==> src/rtl/forwarding_pkg.sv <==
// Shared types for the LEGv8 forwarding/hazard unit: operand-select encoding,
// pipeline destination records and the XZR index.
package forwarding_pkg;

    localparam int REG_AW = 5;
    localparam int XZR    = 31;

    typedef enum logic [1:0] {
        FWD_RF = 2'b00,
        FWD_EX = 2'b01,
        FWD_WB = 2'b10
    } fwd_sel_e;

    typedef struct packed {
        logic              valid;
        logic [REG_AW-1:0] rd;
        logic              regWrite;
        logic              memRead;
    } stage_info_t;

endpackage

==> src/rtl/forwarding_unit_dest_stage_reg.sv <==
// One pipeline destination record (EX, MEM or WB); bubble loads an all-zero
// record so the slot can never act as a forwarding source.
module dest_stage_reg
    import forwarding_pkg::*;
(
    input  logic        clk,
    input  logic        reset,
    input  logic        bubble,
    input  stage_info_t d,
    output stage_info_t q
);

    stage_info_t info_d;
    stage_info_t info_q;

    always_comb begin
        info_d = bubble ? '0 : d;
    end

    // NOTE: sequential state uses non-blocking assignments so every record
    // samples the pre-edge value of the record feeding it.
    always_ff @(posedge clk or posedge reset) begin
        if (reset) begin
            info_q <= '0;
        end else begin
            info_q <= info_d;
        end
    end

    assign q = info_q;

endmodule

==> src/rtl/forwarding_unit.sv <==
// Forwarding-select and load-use stall controller for the LEGv8 EX stage.
// Optional saturating stall/forward counters are built when FWD_STATS_EN is defined.
module forwarding_unit
    import forwarding_pkg::*;
#(
    parameter int REG_W = 5,
    parameter int ZR    = XZR
)
(
    input  logic             clk,
    input  logic             reset,
    input  logic             id_valid,
    input  logic [REG_W-1:0] id_rn,
    input  logic [REG_W-1:0] id_rm,
    input  logic [REG_W-1:0] id_rd,
    input  logic             id_regWrite,
    input  logic             id_memRead,
    input  logic             flush,
    output logic [1:0]       rnSRC,
    output logic [1:0]       rmSRC,
    output logic             stall
`ifdef FWD_STATS_EN
    ,
    output logic [31:0]      stall_count,
    output logic [31:0]      fwd_count
`endif
);

    localparam logic [REG_AW-1:0] ZR_A = REG_AW'(ZR);

    stage_info_t       id_info;
    stage_info_t       ex_q;
    stage_info_t       mem_q;
    stage_info_t       wb_q;
    logic              bubble;
    logic [REG_AW-1:0] rn_a;
    logic [REG_AW-1:0] rm_a;
    fwd_sel_e          rn_src_d;
    fwd_sel_e          rn_src_q;
    fwd_sel_e          rm_src_d;
    fwd_sel_e          rm_src_q;

    function automatic logic hit(input stage_info_t s, input logic [REG_AW-1:0] a);
        return s.valid && s.regWrite && (s.rd != ZR_A) && (s.rd == a);
    endfunction

    function automatic fwd_sel_e pick(input stage_info_t ex, input stage_info_t mem,
                                      input logic [REG_AW-1:0] a);
        if (hit(ex, a))       return FWD_EX;
        else if (hit(mem, a)) return FWD_WB;
        else                  return FWD_RF;
    endfunction

    assign rn_a = REG_AW'(id_rn);
    assign rm_a = REG_AW'(id_rm);

    assign stall  = id_valid && !flush && ex_q.memRead && (hit(ex_q, rn_a) || hit(ex_q, rm_a));
    assign bubble = stall || flush;

    // NOTE: every always_comb output gets a default first, so no path can infer a latch.
    always_comb begin
        id_info          = '0;
        id_info.valid    = id_valid;
        id_info.rd       = REG_AW'(id_rd);
        id_info.regWrite = id_regWrite;
        id_info.memRead  = id_memRead;
        rn_src_d         = FWD_RF;
        rm_src_d         = FWD_RF;
        if (!bubble) begin
            rn_src_d = pick(ex_q, mem_q, rn_a);
            rm_src_d = pick(ex_q, mem_q, rm_a);
        end
    end

    dest_stage_reg u_ex  (.clk(clk), .reset(reset), .bubble(bubble), .d(id_info), .q(ex_q));
    dest_stage_reg u_mem (.clk(clk), .reset(reset), .bubble(1'b0),   .d(ex_q),    .q(mem_q));
    dest_stage_reg u_wb  (.clk(clk), .reset(reset), .bubble(1'b0),   .d(mem_q),   .q(wb_q));

    // WB is tracked for completeness only: the register file writes on the falling edge.
    logic unused_fields;
    assign unused_fields = ^{wb_q, mem_q.memRead};

    always_ff @(posedge clk or posedge reset) begin
        if (reset) begin
            rn_src_q <= FWD_RF;
            rm_src_q <= FWD_RF;
        end else begin
            rn_src_q <= rn_src_d;
            rm_src_q <= rm_src_d;
        end
    end

    assign rnSRC = rn_src_q;
    assign rmSRC = rm_src_q;

`ifdef FWD_STATS_EN
    logic [31:0] stall_count_d;
    logic [31:0] stall_count_q;
    logic [31:0] fwd_count_d;
    logic [31:0] fwd_count_q;
    logic [1:0]  fwd_inc;
    logic [32:0] fwd_sum;

    always_comb begin
        fwd_inc       = {1'b0, rn_src_d != FWD_RF} + {1'b0, rm_src_d != FWD_RF};
        fwd_sum       = {1'b0, fwd_count_q} + 33'(fwd_inc);
        fwd_count_d   = fwd_sum[32] ? '1 : fwd_sum[31:0];
        stall_count_d = (stall && stall_count_q != '1) ? stall_count_q + 32'd1 : stall_count_q;
    end

    always_ff @(posedge clk or posedge reset) begin
        if (reset) begin
            stall_count_q <= '0;
            fwd_count_q   <= '0;
        end else begin
            stall_count_q <= stall_count_d;
            fwd_count_q   <= fwd_count_d;
        end
    end

    assign stall_count = stall_count_q;
    assign fwd_count   = fwd_count_q;
`endif

endmodule
==> config.mk <==
export PLATFORM = sky130hd
export DESIGN_NAME = forwarding_unit
export DESIGN_NICKNAME = d
export VERILOG_FILES = /design/src/rtl/forwarding_pkg.sv /design/src/rtl/forwarding_unit_dest_stage_reg.sv /design/src/rtl/forwarding_unit.sv
export SDC_FILE = /design/constraint.sdc
export NUM_CORES = 1
export LEC_CHECK = 0
export ABC_AREA = 1
export BUFFER_PORTS_ARGS = -buffer_cell sky130_fd_sc_hd__buf_2
export CELL_PAD_IN_SITES_DETAIL_PLACEMENT = 1
export CELL_PAD_IN_SITES_GLOBAL_PLACEMENT = 1
export CORE_ASPECT_RATIO = 0.8
export CORE_MARGIN = 2
export CORE_UTILIZATION = 39
export DETAILED_ROUTE_END_ITERATION = 16
export GPL_TIMING_DRIVEN = 1
export PLACE_DENSITY_LB_ADDON = 0.1
export SETUP_SLACK_MARGIN = 0.4
export SYNTH_ARGS = -nofsm -noshare
export SYNTH_HDL_FRONTEND = slang
export SYNTH_SLANG_ARGS = --single-unit
==> constraint.sdc <==
create_clock -name clk -period 2.1 [get_ports clk]
set_input_delay 0.105 -clock clk [delete_from_list [all_inputs] [get_ports clk]]
set_output_delay 0.105 -clock clk [all_outputs]
set_load 0.01 [all_outputs]
Word level (Yosys, flattened, before mapping). Cells that the tools add are included.

Bits of input ports: 21. Output and inout port bits: 5. Logic and storage cells: 36. Register bits: 19.

Eq/ne operators: 6. Reductions and logical operators: 14. Mux-type cells: 7.

Operator list (count): equality test 5 bit (4); two-way mux 2 bit (6); logical AND 1 bit (11); inequality test 5 bit (second input constant) (2); two-way mux 8 bit (1); logical OR 1 bit (2); logical NOT 1 bit (1).

Depth between registers and ports, before layout. Gate-level depths: netlist of the first run.

Depth after elaboration: 7. Gate-level depth with buffers: 10. Depth with buffers taken out: 10.

Modules after synthesis. From an unflattened synthesis of the first run, not the netlist that was laid out.

Cell total of the unflattened synthesis: 119. Area total of the unflattened synthesis: 1041.0 sq um.

By module, submodules not included: dest_stage_reg (sequential area each 200.2 sq um, area each 275.3 sq um, times used 2, cells an instance 26); forwarding_unit (sequential area each 100.1 sq um, area each 490.5 sq um, times used 1, cells an instance 67).

Worst setup path before layout of the first run. OpenSTA, ideal clock, no wires.

Kind: reg2reg. From: register u_ex.info_q, in the netlist u_ex.q[5]. To: register u_ex.info_q, in the netlist u_ex.q[7]. Arrival: 1089 ps. Required time: 1981 ps. Clock period less this slack: 1208 ps. Setup time: 119 ps. Slack: 892 ps. Cell stages (with the launch flop): 9. Path buffers: 0. Cells stage by stage: dfrtp_1 nand3_1 nor2_1 nor2_1 nand4_1 nand2_1 nand2_2 inv_1 nor2_1.

RTL lines: start, declared (line forwarding_unit_dest_stage_reg.sv:14) `stage_info_t info_q;`; start signal, assigned (line forwarding_unit_dest_stage_reg.sv:26) `info_q <= info_d;`.

Worst setup path after layout of the first run.
From: register u_ex.info_q, in the netlist u_ex.q[5]. To: output port stall.

Word-level cells in the longest chain between the ends: 5. Elaborated cells between the ends (all ways): 8. Classes of those cells: 3 x eq/ne; 5 x reduce/logical.

RTL lines: inequality test 5 bit (line forwarding_unit.sv:44) `return s.valid && s.regWrite && (s.rd != ZR_A) && (s.rd == a);`; logical AND 1 bit (2 in series) (line forwarding_unit.sv:44); logical OR 1 bit (*) (line forwarding_unit.sv:57) `assign stall = id_valid && !flush && ex_q.memRead && (hit(ex_q, rn_a) || hit(ex_q, rm_a));`; logical AND 1 bit (*) (line forwarding_unit.sv:57); end, declared (line forwarding_unit.sv:21) `output logic stall`.

Every way passes the cells marked *; elsewhere a longest branch is shown, timed or not.

==> reports/results.txt, run 1 <==
R2r worst-path depth: 10
Final worst-path cycle share: 78.14%
Setup TNS: 0 ns
IO Port Bufs: 25
Core area: 0.002215 mm2
Initial Util: 42.03%
Status: complete, but fails checks
Critical setup path kind: register to output pin
Final Slew Violations: 0
Detail Placement HPWL: 1694 um
Hold Crit Class: input port to register
CP required: 2.00 ns
IO Count: 26
Setup crit end kind: output pin
Mean number of vias per cell: 4.635
Reg clk slew, reported paths: 0.11 ns
GRT Overall Usage: 20.30%
Cell count after placement: 161
Pin count of the biggest net entering global routing: 20
Die width: 58.62 um
Layout Cells excl Fill: 178
Row Count: 15
# diodes: 0
Crit path max fanout: 5
Routability cong.: 0.7774
Die Y: 47.70 um
Root buf cell: clkbuf_4
Hold Path Sink: u_ex.q[3]
Via Count: 825
Cells after Synth: 111
H-tree depth: 1
Pwr/cell area: 548.8 mW/mm2
Clock Tree Buf Depth: 2
R2R Setup Slk: 0.50 ns
Worst reg2reg path endpoint: rmSRC[1]
Worst Skew: 0.003175 ns
Nets: 175
Synthesized net count: 132
RSZ-0062 raised after global routing: true
CTS buffer count: 3
Area grow syn2layout: 36.42%
Grt ovf: 0
Hold Path Stages: 3
Clock Latency Late Sink: 0.30 ns
Worst-margin pin slew: 0.7155 ns
Vias in the first global route: 855
Fmax: 609.4 MHz
Post-synth cell types: 14
Final wirelength: 2464 um
Commonest cells after routing, fill and taps aside: buf_2, nand2_1, inv_1
Post-synthesis sequential area ratio: 51.08%
DRC: 3
TritonCTS clock tree: yes
Worst EP arrival: 1.54 ns
Most common cell after layout, fill and taps aside: buf_2
Initial antenna violation count: 0
Core Util, Final: 57.34%
HP Start: id_rd[1]
R2r startpoint: u_ex.q[5]
Setup-failing EPs final: 0
Final hold vios: 0
Critical Path Start Type: register
Initial DRC Count: 23
Slew margin rel.: 52.25%
Avg Cell Area, Syn: 8.386 um2
1st-pass router iterations: 10
Cell area after layout: 0.001270 mm2
Synth warnings: 0
DR WL/cell: 13.84 um
VDD IR max: 0.3728 mV
First-pass GRT wire length: 3946 um
Violated checks: design-rule violations
Share of post-route cells with drive strength above 1: 34.64%
Antenna violation net count after detailed routing: 0
Leakage: 0.0006996 uW
Dpl cell area: 0.001087 mm2
Max_cap viols: 0
Clk sinks: 19
Full die area: 0.002796 mm2
Period minus WS final: 1.641 ns
Seq cells post-synth: 19
Synthesized area: 930.9 um2
==> cells by family after synthesis <==
| group | after synthesis | share of synthesized area (%) |
|---|---|---|
| flops | 19 | 51.08 |
| buf+inv | 23 | 9.274 |
| compound gates | 2 | 1.612 |
| simple gates | 52 | 23.92 |
| xor+xnor | 15 | 14.11 |
==> per-layer routing <==
layer | vias up | share of wire, % | global-route usage (%)
met1 | 388 | 44 | 25.59
met5 | - | 0 | 0
li1 | 410 | - | -
met4 | 0 | 1.3 | 5.455
met3 | 6 | 3.9 | 5.676
met2 | 21 | 51 | 35.28
==> synth_stat cells, drive strengths merged <==
library cell,instances,area [um2]
nor2,20,75.07
xor2,6,52.55
dfrtp,19,475.5
nor3,1,5.000
xnor2,9,78.83
o211ai,2,15.01
nand3,3,20.02
nand2,25,103.9
nand4,3,18.77
inv,23,86.33
==> final cells by class <==
cell class,count,area (um2)
Clock buffer,3,22.52
Tap cell,25,31.28
Fill cell,272,944.7
Timing Repair Buffer,38,250.2
Sequential cell,19,480.5
Clock inverter,1,5.005
Multi-Input combinational cell,69,394.1
Inverter,23,86.33
==> per-stage QoR <==
stage	setup WS, ns	power (uW)	hold slack [ns]
finish	0.4591	697.0	0.01661
global placement	0.7251	493.5	0.2566
detailed placement	0.6892	496.9	0.2520
floorplan	0.8922	455.1	0.05613
global route	0.3583	738.7	0.004601
CTS	0.4044	693.0	0.0005465
==> report_power, final <==
part           switching (uW)  total (uW)  internal (uW)  leakage (uW)
registers                18.0         399            381      0.000244
clock network             115         187           71.2     0.0000177
logic                    56.3         111           54.9      0.000438
==> sequential cells by signal, indices dropped and copies added (netlist names) <==
register	flops
rmSRC	2
rnSRC	2
u_mem.q	7
u_ex.q	8
==> worst max-delay path by stage <==
stage                          from        end  cells after the start
final                     u_ex.q[5]      stall                      7
after global routing      u_ex.q[4]      stall                      9
after CTS                 u_ex.q[5]      stall                      8
after detailed placement  u_ex.q[6]  u_ex.q[6]                      8
after global placement    u_ex.q[4]  u_ex.q[3]                      8
after floorplan           u_ex.q[5]  u_ex.q[7]                      8
==> repair_timing <==
action	4_1_cts	5_1_grt
pin swaps	4	8
hold buffers	7	0
setup endpoints to repair	1	3
buffers inserted	6	0
resized for setup	3	13
hold endpoints to repair	25	0
==> critical path, stage by stage (launching register included) <==
cell	delay, ns
dfrtp_2	0.48
xor2_1	0.19
nor2_2	0.12
nand3_2	0.10
nand2_1	0.11
nand2_2	0.07
inv_2	0.07
buf_6	0.10
Power figures use the tool's default switching activity.
==> run 2, diff against run 1 <==
--- a/config.mk
+++ b/config.mk
@@ -11,7 +11,7 @@
 export CELL_PAD_IN_SITES_GLOBAL_PLACEMENT = 1
 export CORE_ASPECT_RATIO = 0.8
 export CORE_MARGIN = 2
-export CORE_UTILIZATION = 39
+export CORE_UTILIZATION = 36
 export DETAILED_ROUTE_END_ITERATION = 16
 export GPL_TIMING_DRIVEN = 1
 export PLACE_DENSITY_LB_ADDON = 0.1
==> constraint.sdc (replaced) <==
create_clock -name clk -period 1.6 [get_ports clk]
set_input_delay 0.08 -clock clk [delete_from_list [all_inputs] [get_ports clk]]
set_output_delay 0.08 -clock clk [all_outputs]
set_load 0.01 [all_outputs]
==> reports/results.txt, run 2 (same netlist as run 1, synthesis figures left out) <==
Core area: 0.002442 mm2 (was 0.002215 mm2)
IO Port Bufs: 25 (unchanged)
Critical Path Start Type: register (unchanged)
Initial DRC Count: 11 (was 23)
TritonCTS clock tree: yes (unchanged)
Clock Latency Late Sink: 0.30 ns (about the same)
Fmax: 611.0 MHz
1st-pass router iterations: 6 (was 10)
Crit path max fanout: 5 (unchanged)
Antenna violation net count after detailed routing: 0 (unchanged)
Final hold vios: 0 (unchanged)
Mean number of vias per cell: 4.500 (was 4.635)
Row Count: 16 (was 15)
Layout Cells excl Fill: 192 (was 178)
Pwr/cell area: 682.5 mW/mm2 (was 548.8 mW/mm2)
Clock Tree Buf Depth: 2 (unchanged)
Vias in the first global route: 852 (was 855)
Cell area after layout: 0.001344 mm2 (was 0.001270 mm2)
Leakage: 0.0007178 uW (was 0.0006996 uW)
Status: complete, but fails checks (unchanged)
Worst EP arrival: 1.56 ns (was 1.54 ns)
Die Y: 49.48 um (was 47.70 um)
Clk sinks: 19 (unchanged)
Grt ovf: 0 (unchanged)
Share of post-route cells with drive strength above 1: 39.74% (was 34.64%)
Reg clk slew, reported paths: 0.10 ns (was 0.11 ns)
VDD IR max: 0.4591 mV (was 0.3728 mV)
Worst path cell trace: nand3_1 -> nor2_1 -> nor2_1 -> nand4_1 -> nand2_1 -> nand2_2 -> inv_2 -> buf_6 (was xor2_1 -> nor2_2 -> nand3_2 -> nand2_1 -> nand2_2 -> inv_2 -> buf_6)
First-pass GRT wire length: 3650 um (was 3946 um)
RSZ-0062 raised after global routing: true (unchanged)
Pin count of the biggest net entering global routing: 20 (unchanged)
Routability cong.: 0.8143 (was 0.7774)
Psw: 248.7 uW (was 189.7 uW)
GRT Overall Usage: 16.51% (was 20.30%)
Final wirelength: 2495 um (was 2464 um)
CTS buffer count: 3 (unchanged)
Cell count after placement: 172 (was 161)
Most common cell after layout, fill and taps aside: buf_2 (unchanged)
Sequential power share: 57.1% (was 57.3%)
Dpl cell area: 0.001101 mm2 (was 0.001087 mm2)
Violated checks: negative setup slack (was design-rule violations)
IO Count: 26 (unchanged)
Setup ws final: -0.03665 ns (was 0.4591 ns)
CP required: 1.52 ns (was 2.00 ns)
Setup-failing EPs final: 1 (was 0)
Buffers & Inverters on Critical Path: 2 (unchanged)
DRC: 0 (was 3)
Die width: 60.86 um (was 58.62 um)
Slew margin rel.: 52.33% (was 52.25%)
Clock share of power: 26.1% (was 26.8%)
Switch share: 27.12% (was 27.22%)
H-tree depth: 1 (unchanged)
Full die area: 0.003011 mm2 (was 0.002796 mm2)
Commonest cells after routing, fill and taps aside: buf_2, nand2_1, inv_1 (unchanged)
Slowest cell delay on critical path: 0.46 ns (was 0.48 ns)
Initial Util: 38.11% (was 42.03%)
Detail Placement HPWL: 1718 um (was 1694 um)
Root buf cell: clkbuf_4 (unchanged)
Worst-margin pin slew: 0.7142 ns (was 0.7155 ns)
Critical path's slowest cell: dfrtp_1 (was dfrtp_2)
Final worst-path cycle share: 102.3%
Area grow syn2layout: 44.35% (was 36.42%)
Initial antenna violation count: 0 (unchanged)
# diodes: 0 (unchanged)
Hold Crit Class: input port to register (unchanged)
Largest register FFs: 8 (unchanged)
Hold slack: 0.05446 ns (was 0.01661 ns)
Comb pwr share: 16.8% (was 16.0%)
Critical setup path kind: register to output pin (unchanged)
Fillcell total: 299 (was 272)
Max_cap viols: 0 (unchanged)
Internal: 668.4 uW (was 507.3 uW)
Setup crit end kind: output pin (unchanged)
DR WL/cell: 12.99 um (was 13.84 um)
Nets: 178 (was 175)
Most used cell along the critical path: nor2_1
Period minus WS final: 1.637 ns
Place WS: 0.2317 ns (was 0.6892 ns)
Worst Skew: 0.001776 ns (was 0.003175 ns)
Largest delay share family, worst path: simple AND/OR/NAND/NOR gates (was flip-flops)
Final Slew Violations: 0 (unchanged)
Via Count: 864 (was 825)
run 2: cell count changes in the layout (fill, tap and decap cells not counted):
cell and change:
buf_4 -1, buf_6 +2, dlygate4sd3_1 +1, nand2_1 +1, nand2_2 -1, nand2_8 +1, nand3_1 +1, nand3_2 -1
nor2_1 -9, nor2_2 +9
run 2: layout make-up:
type	instances	area (um2)	share of cell area, %
multi-input combinational	70	429.2	31.94
inverter	23	86.33	6.425
sequential	19	480.5	35.75
clock buffer	3	22.52	1.676
tap	36	45.04	3.352
timing repair buffer	40	275.3	20.48
clock inverter	1	5.005	0.3724
run 2: stage by stage:
stage	power, uW	setup TNS, ns	utilization [%]
global route	964.1	-0.5838	55.02
detailed placement	652.8	0	45.08
CTS	903.0	-0.01177	51.18
floorplan	597.3	0	-
global placement	648.5	0	45.08
finish	917.1	-0.03665	55.02
run 2: layer usage:
| metal | track usage, % | routed length, um | up-vias |
|---|---|---|---|
| li1 | - | - | 420 |
| met1 | 20.64 | 1120 | 422 |
| met2 | 28.67 | 1294 | 22 |
| met3 | 4.724 | 80 | 0 |
| met4 | 2.174 | 0 | 0 |
| met5 | 0 | 0 | - |
run 2: worst paths after layout:
path,start,end,slack (ns),depth (start not counted)
max in group asynchronous,reset,u_ex.q[3],0.67,3
hold reg to reg,u_ex.q[1],u_mem.q[1],0.41,0
hold / removal,id_valid,u_ex.q[7],0.05,3
setup reg to reg,u_ex.q[5],u_ex.q[6],0.01,10
setup / recovery,u_ex.q[5],stall,-0.04,8
min in group asynchronous,reset,u_ex.q[7],0.43,3
run 2: worst reg2reg max path: cells and delay by family (launching register included):
kind,cells,cell delay [ns]
buf+inv,2,0.25
simple gates,8,0.77
flops,1,0.46
run 2: power by group through the flow:
stage | Combinational [uW] | Clock, uW | Sequential (uW)
global placement | 120 | 0 | 529
floorplan | 73.8 | 0 | 523
CTS | 139 | 243 | 521
detailed placement | 123 | 0 | 530
finish | 154 | 239 | 524
global route | 171 | 267 | 526
run 2: repair_timing:
item | CTS | global route
hold endpoints to repair | 26 | 0
endpoints found under the setup margin | 13 | 13
resized for setup | 4 | 22
cloned | 0 | 1
setup buffers | 4 | 3
pin swaps | 5 | 4
hold buffers | 8 | 0
